**src/rtl/alu_result_stage_pkg.sv**
```systemverilog
// Shared types for the ALU result stage: queued write-back entry and architected flags.
// Pure definitions: no latency, no backpressure.
package alu_result_stage_pkg;

   localparam int WB_W    = 8;
   localparam int REG_A   = 3;
   localparam int Q_DEPTH = 2;

   typedef struct packed {
      logic [WB_W-1:0]  data;
      logic [REG_A-1:0] dest;
   } wb_entry_t;

   typedef struct packed {
      logic zero;
      logic parity;
      logic odd;
   } alu_flags_t;

endpackage

```
**src/rtl/alu_result_stage_if.sv**
```systemverilog
// ALU-result / write-back / forwarding bundle. The master drives ALU results and write-back ready.
// The slave (the stage) answers with ready, head entry, flags and lookup. Wires only, so it adds no latency.
interface alu_result_stage_if #(
   parameter int W     = 8,
   parameter int A     = 3,
   parameter int DEPTH = 2
);
   localparam int CW = $clog2(DEPTH) + 1;

   logic          InValid;
   logic          InReady;
   logic [W-1:0]  InData;
   logic          InZero;
   logic          InParity;
   logic          InOdd;
   logic [A-1:0]  InDest;
   logic          InFlagWr;
   logic          WbValid;
   logic          WbReady;
   logic [W-1:0]  WbData;
   logic [A-1:0]  WbDest;
   logic          FlagZero;
   logic          FlagParity;
   logic          FlagOdd;
   logic [A-1:0]  FwdAddr;
   logic          FwdHit;
   logic [W-1:0]  FwdData;
   logic [CW-1:0] Count;

   modport master (
      output InValid, InData, InZero, InParity, InOdd, InDest, InFlagWr, WbReady, FwdAddr,
      input  InReady, WbValid, WbData, WbDest, FlagZero, FlagParity, FlagOdd, FwdHit, FwdData, Count
   );

   modport slave (
      input  InValid, InData, InZero, InParity, InOdd, InDest, InFlagWr, WbReady, FwdAddr,
      output InReady, WbValid, WbData, WbDest, FlagZero, FlagParity, FlagOdd, FwdHit, FwdData, Count
   );

endinterface

```
**src/rtl/alu_result_stage_result_queue.sv**
```systemverilog
// In-order result queue with a youngest-match forwarding search. A push is visible at the head one edge later.
// The caller gates i_push with !o_full and i_pop with !o_empty.
module alu_result_stage_result_queue
   import alu_result_stage_pkg::*;
#(
   parameter  int DEPTH = Q_DEPTH,
   localparam int PW    = $clog2(DEPTH),
   localparam int CW    = PW + 1
) (
   input  logic             Clk,
   input  logic             Reset,
   input  logic             i_push,
   input  logic             i_pop,
   input  wb_entry_t        i_entry,
   input  logic [REG_A-1:0] i_fwd_addr,
   output wb_entry_t        o_head,
   output logic             o_full,
   output logic             o_empty,
   output logic [CW-1:0]    o_count,
   output logic             o_fwd_hit,
   output logic [WB_W-1:0]  o_fwd_data
);

   wb_entry_t     r_mem [DEPTH];
   logic [PW-1:0] r_rd_ptr;
   logic [PW-1:0] r_wr_ptr;
   logic [CW-1:0] r_count;
   logic [PW-1:0] w_idx;

   // Storage is left unreset; r_count alone decides which slots are live.
   always_ff @(posedge Clk) begin
      if (!Reset) begin
         r_rd_ptr <= '0;
         r_wr_ptr <= '0;
         r_count  <= '0;
      end else begin
         if (i_push) begin
            r_mem[r_wr_ptr] <= i_entry;
            r_wr_ptr        <= r_wr_ptr + 1'b1;
         end
         if (i_pop) r_rd_ptr <= r_rd_ptr + 1'b1;
         case ({i_push, i_pop})
            2'b10:   r_count <= r_count + 1'b1;
            2'b01:   r_count <= r_count - 1'b1;
            default: r_count <= r_count;
         endcase
      end
   end

   assign o_count = r_count;
   assign o_full  = (r_count == CW'(DEPTH));
   assign o_empty = (r_count == '0);
   assign o_head  = o_empty ? '0 : r_mem[r_rd_ptr];

   // Walk oldest to youngest so that a later match overrides an earlier one.
   always_comb begin
      o_fwd_hit  = 1'b0;
      o_fwd_data = '0;
      w_idx      = '0;
      for (int k = 0; k < DEPTH; k++) begin
         w_idx = r_rd_ptr + PW'(k);
         if ((CW'(k) < r_count) && (r_mem[w_idx].dest == i_fwd_addr)) begin
            o_fwd_hit  = 1'b1;
            o_fwd_data = r_mem[w_idx].data;
         end
      end
   end

endmodule

```
**src/rtl/alu_result_stage.sv**
```systemverilog
// Registers ALU results into a write-back queue and holds the architected flags. Results reach Wb* one edge after acceptance.
// InReady drops only when the queue is full; a same-cycle pop does not free a slot for the incoming result.
module alu_result_stage
   import alu_result_stage_pkg::*;
#(
   parameter int DEPTH = Q_DEPTH
) (
   input logic               Clk,
   input logic               Reset,
   alu_result_stage_if.slave bus
);

   localparam int CW = $clog2(DEPTH) + 1;

   logic            w_push;
   logic            w_pop;
   logic            w_full;
   logic            w_empty;
   logic [CW-1:0]   w_count;
   logic            w_fwd_hit;
   logic [WB_W-1:0] w_fwd_data;
   wb_entry_t       w_in;
   wb_entry_t       w_head;
   alu_flags_t      r_flags;

   assign w_push = bus.InValid & ~w_full;
   assign w_pop  = bus.WbReady & ~w_empty;
   assign w_in   = '{data: bus.InData, dest: bus.InDest};

   alu_result_stage_result_queue #(.DEPTH(DEPTH)) u_queue (
      .Clk        (Clk),
      .Reset      (Reset),
      .i_push     (w_push),
      .i_pop      (w_pop),
      .i_entry    (w_in),
      .i_fwd_addr (bus.FwdAddr),
      .o_head     (w_head),
      .o_full     (w_full),
      .o_empty    (w_empty),
      .o_count    (w_count),
      .o_fwd_hit  (w_fwd_hit),
      .o_fwd_data (w_fwd_data)
   );

   // Flags track acceptance order, so they update at push time rather than at write-back.
   always_ff @(posedge Clk) begin
      if (!Reset) begin
         r_flags <= '0;
      end else if (w_push && bus.InFlagWr) begin
         r_flags <= '{zero: bus.InZero, parity: bus.InParity, odd: bus.InOdd};
      end
   end

   assign bus.InReady    = ~w_full;
   assign bus.WbValid    = ~w_empty;
   assign bus.WbData     = w_head.data;
   assign bus.WbDest     = w_head.dest;
   assign bus.FlagZero   = r_flags.zero;
   assign bus.FlagParity = r_flags.parity;
   assign bus.FlagOdd    = r_flags.odd;
   assign bus.FwdHit     = w_fwd_hit;
   assign bus.FwdData    = w_fwd_data;
   assign bus.Count      = w_count;

endmodule

```
**src/flat_wrapper.sv**
```systemverilog
// flat-port wrapper written by rule: the top's interface ports become plain ports
module alu_result_stage_flat import alu_result_stage_pkg::*;
#(
   parameter int DEPTH = Q_DEPTH
)
  (Clk, Reset, bus_InValid, bus_InData, bus_InZero, bus_InParity, bus_InOdd, bus_InDest, bus_InFlagWr, bus_WbReady, bus_FwdAddr, bus_InReady, bus_WbValid, bus_WbData, bus_WbDest, bus_FlagZero, bus_FlagParity, bus_FlagOdd, bus_FwdHit, bus_FwdData, bus_Count);
  alu_result_stage_if #(.W(WB_W), .A(REG_A), .DEPTH(DEPTH)) bus_i ();
  input logic Clk;
  input logic Reset;
  input wire logic [$bits(bus_i.InValid)-1:0] bus_InValid;
  input wire logic [$bits(bus_i.InData)-1:0] bus_InData;
  input wire logic [$bits(bus_i.InZero)-1:0] bus_InZero;
  input wire logic [$bits(bus_i.InParity)-1:0] bus_InParity;
  input wire logic [$bits(bus_i.InOdd)-1:0] bus_InOdd;
  input wire logic [$bits(bus_i.InDest)-1:0] bus_InDest;
  input wire logic [$bits(bus_i.InFlagWr)-1:0] bus_InFlagWr;
  input wire logic [$bits(bus_i.WbReady)-1:0] bus_WbReady;
  input wire logic [$bits(bus_i.FwdAddr)-1:0] bus_FwdAddr;
  output wire logic [$bits(bus_i.InReady)-1:0] bus_InReady;
  output wire logic [$bits(bus_i.WbValid)-1:0] bus_WbValid;
  output wire logic [$bits(bus_i.WbData)-1:0] bus_WbData;
  output wire logic [$bits(bus_i.WbDest)-1:0] bus_WbDest;
  output wire logic [$bits(bus_i.FlagZero)-1:0] bus_FlagZero;
  output wire logic [$bits(bus_i.FlagParity)-1:0] bus_FlagParity;
  output wire logic [$bits(bus_i.FlagOdd)-1:0] bus_FlagOdd;
  output wire logic [$bits(bus_i.FwdHit)-1:0] bus_FwdHit;
  output wire logic [$bits(bus_i.FwdData)-1:0] bus_FwdData;
  output wire logic [$bits(bus_i.Count)-1:0] bus_Count;
  assign bus_i.InValid = bus_InValid;
  assign bus_i.InData = bus_InData;
  assign bus_i.InZero = bus_InZero;
  assign bus_i.InParity = bus_InParity;
  assign bus_i.InOdd = bus_InOdd;
  assign bus_i.InDest = bus_InDest;
  assign bus_i.InFlagWr = bus_InFlagWr;
  assign bus_i.WbReady = bus_WbReady;
  assign bus_i.FwdAddr = bus_FwdAddr;
  assign bus_InReady = bus_i.InReady;
  assign bus_WbValid = bus_i.WbValid;
  assign bus_WbData = bus_i.WbData;
  assign bus_WbDest = bus_i.WbDest;
  assign bus_FlagZero = bus_i.FlagZero;
  assign bus_FlagParity = bus_i.FlagParity;
  assign bus_FlagOdd = bus_i.FlagOdd;
  assign bus_FwdHit = bus_i.FwdHit;
  assign bus_FwdData = bus_i.FwdData;
  assign bus_Count = bus_i.Count;
  alu_result_stage #(.DEPTH(DEPTH)) u_core (.Clk(Clk), .Reset(Reset), .bus(bus_i));
endmodule
```
**config.mk**
```make
export PLATFORM = sky130hd
export DESIGN_NAME = alu_result_stage_flat
export DESIGN_NICKNAME = d
export VERILOG_FILES = /design/src/rtl/alu_result_stage_pkg.sv /design/src/rtl/alu_result_stage_if.sv /design/src/rtl/alu_result_stage_result_queue.sv /design/src/rtl/alu_result_stage.sv /design/src/flat_wrapper.sv
export SDC_FILE = /design/constraint.sdc
export NUM_CORES = 1
export LEC_CHECK = 0
export BUFFER_PORTS_ARGS = -buffer_cell sky130_fd_sc_hd__buf_2
export CAP_MARGIN = 20
export CORE_AREA = 3 3 59 61
export CTS_CLUSTER_SIZE = 12
export DETAILED_ROUTE_END_ITERATION = 10
export DIE_AREA = 0 0 62 64
export PLACE_DENSITY_LB_ADDON = 0.05
export SETUP_SLACK_MARGIN = 0.5
export SLEW_MARGIN = 20
export SYNTH_ARGS = -nofsm -noshare
export SYNTH_HDL_FRONTEND = slang
export SYNTH_HIERARCHICAL = 1
export SYNTH_SLANG_ARGS = --single-unit
```
**constraint.sdc**
```tcl
create_clock -name Clk -period 4.55 [get_ports Clk]
set_input_delay 0.2275 -clock Clk [delete_from_list [all_inputs] [get_ports Clk]]
set_output_delay 0.2275 -clock Clk [all_outputs]
set_load 0.005 [all_outputs]
```
==> results.yml <==
outcome:
  outcome: "complete, no violations"
yosys:
  async_flop_share_pct: 0
  synth_cell_type_count: 25
  synth_fa_ha_area_share_pct: 3.34
  netlist_area_um2: 1500
  ys_ff_latch: 30
  synth_xor_area_share_pct: 6.43
  syn_area_per_cell_um2: 12.3
  muxShareOfSynthArea_pct: 14.6
  synth_edf_count: 22
  synth-simple-area-share_pct: 12.5
  synth_compound_area_share_pct: 5.01
  synth_seq_area_share_pct: 54.8
  synth_nets: 148
  ys.flop_type: "edfxtp_1"
  synth_top_family_by_area: "multiplexers"
  yosysWarnings: 6
  synth_cells: 122
detailed_routing:
  vias_per_cell: 4.97
  ant_nets: 0
  drt_iter0_drc: 33
  wl_um: 3110
  first_pass_iters: 4
  wl_per_cell_um: 14.3
  vias: 1078
  drc: 0
sta:
  fin_setup_tns_ps: 0
  hold_viol: 0
  setup_viol: 0
  grt_setup_unrepaired: "no"
  fmax_ghz: 0.349
  min_period_ps: 2870
  max-slew-margin-rel_pct: 33.3
  worst_pin_slew_ps: 997
  fin_crit_sh_pct: 63.0
  finalMaxSlewViolations: 0
  final.setup_skew_ps: 4.48
placed_design:
  gp_congestion: 0.772
  port-buffer-count: 48
  dp.cells: 209
  dp_hpwl_um: 2270
power:
  power.total_mw: 0.817
  power.density_nw_per_um2: 448
  power_leakage_nw: 0.807
  vdd_drop_max_mv: 0.243
global_route:
  grt_max_degree: 16
  grt_use_met3_pct: 4.85
  grt_pass1_wl_um: 4900
  grt_pass1_vias: 1126
  busiest_layer: "met2"
  use_met1_pct: 18.1
  use_met2_pct: 30.3
  antenna_found_initial: 0
  grt-ovfl-total: 0
  grt_usage_pct: 17.3
finish:
  final_util_pct: 60.2
  drive_gt1_share_pct: 34.7
  antenna_cells: 0
  area_growth_pct: 21.7
  nNetsFinal: 198
  final_cells: 217
floorplanning:
  die_y_um: 64
  rows: 20
  start_util_pct: 49.5
  coreArea_um2: 3030
  die_w_um: 62
  die_area_um2: 3970
  ios: 49
clock_network:
  cts_tree: "built"
  h-tree-depth: 2
  clk_pin_slew_ps: 90
  postCtsHoldBufs: 0
  insertion_delay_ps: 310
  post_cts_resize_count: 0
  numCtsBuffers: 5
  clock-sinks: 30
  cts_setup_buffers: 0
  clockBufferDepth: 2
  cts-root-buf: "clkbuf_4"
worst_setup_path:
  cp.required_ps: 4320
  crit_type: "reg -> out"
  cp-end-kind: "primary output"
  cp.arrival_ps: 2640
  start_kind: "register"
  crit_path_max_fanout: 13
hold_path:
  hp-class: "in -> reg"
run:
  cap_violations: 0
==> cell families after synthesis <==
logic type                 Yosys count
adders and majority gates            4
muxes                               20
xor gates and xnor gates            11
AOI/OAI and AO/OA                    9
buffers and inverters               10
DFF                                 30
and+or+nand+nor                     38
==> Yosys cell counts, types with 2 or more instances <==
master / count / area, µm²
nand2_1: 9 / 33.8
a22o_1: 8 / 70.1
nor2b_1: 2 / 12.5
and3_1: 2 / 12.5
and2_1: 5 / 31.3
xnor2_1: 3 / 26.3
xor2_1: 8 / 70.1
inv_1: 5 / 18.8
edfxtp_1: 22 / 661
nor2_1: 15 / 56.3
ha_1: 4 / 50.1
mux2i_1: 17 / 170
dfxtp_1: 8 / 160
buf_2: 3 / 15.0
==> per-layer routing <==
metal	wire length, µm	vias up
li1	-	528
met1	1220	505
met2	1640	36
met3	182	9
met4	70	0
met5	0	-
==> worst max-delay path, stage by stage, from the launching register on <==
cell,delay [ps]
dfxtp_1,790
mux2i_1,350
mux2_2,390
and3_1,160
mux2_4,310
a22o_1,200
buf_2,120
==> final timing paths <==
path | slack [ps] | cells past startpoint | endpoint | start
setup / recovery | 1680 | 6 | bus_FwdData[7] | register
hold / removal | 90 | 1 | u_core/u_queue/r_mem[1][7]$_DFFE_PP_ | bus_InData[4]
setup reg to reg | 2390 | 5 | u_core/u_queue/r_mem[0][3]$_DFFE_PP_ | u_core/u_queue/o_count[0]$_SDFFE_PN0P_
hold reg to reg | 460 | 2 | u_core/bus.FlagZero$_SDFFE_PN0P_ | u_core/bus.FlagZero$_SDFFE_PN0P_
==> layout by cell type, fill, tap and decap left out, drive strengths merged <==
cell type | synthesis | routed
a22o | 8 | 8
nor2b | 2 | 2
and2 | 5 | 5
and3b | 1 | 1
nand2 | 9 | 9
edfxtp | 22 | 22
mux2i | 18 | 18
nand3 | 1 | 1
dfxtp | 8 | 8
nand4 | 2 | 2
inv | 5 | 5
ha | 4 | 4
clkbuf | 1 | 7
clkinv | 0 | 1
buf | 4 | 48
xor2 | 8 | 8
mux2 | 2 | 2
xnor2 | 3 | 3
and2b | 1 | 1
o21ai | 1 | 1
nor2 | 15 | 15
and3 | 2 | 2
==> per-stage QoR <==
stage	hold slack, ps	instance area, µm²	setup slack [ps]
finish	93.5	1820	1680
global route	77.1	1820	1520
CTS	77.2	1820	1670
detailed placement	419	1760	2010
global placement	415	1760	2110
floorplan	326	1500	2710
==> flip-flops by register name, indices dropped and copies added (netlist names), named ones only <==
register	count
u_core/bus.FlagOdd	1
u_core/bus.FlagParity	1
u_core/bus.FlagZero	1
u_core/u_queue/o_count	2
u_core/u_queue/r_mem	22
u_core/u_queue/r_rd_ptr	1
u_core/u_queue/r_wr_ptr	1
==> area by class of cell <==
class,count,area (µm²)
Clock inverter,1,5.00
Inverter,5,18.8
Multi-Input combinational cell,82,628
Fill cell,256,1200
Sequential cell,30,821
Clock buffer,7,55.1
Timing Repair Buffer,48,240
Tap cell,44,55.1
==> power breakdown <==
part	leakage [nW]	switching [mW]	internal, mW
Clock	0.0353	0.0839	0.0748
Sequential	0.268	0.0518	0.332
Combinational	0.504	0.134	0.140
Total	0.807	0.270	0.547
Power figures use the tool's default switching activity.
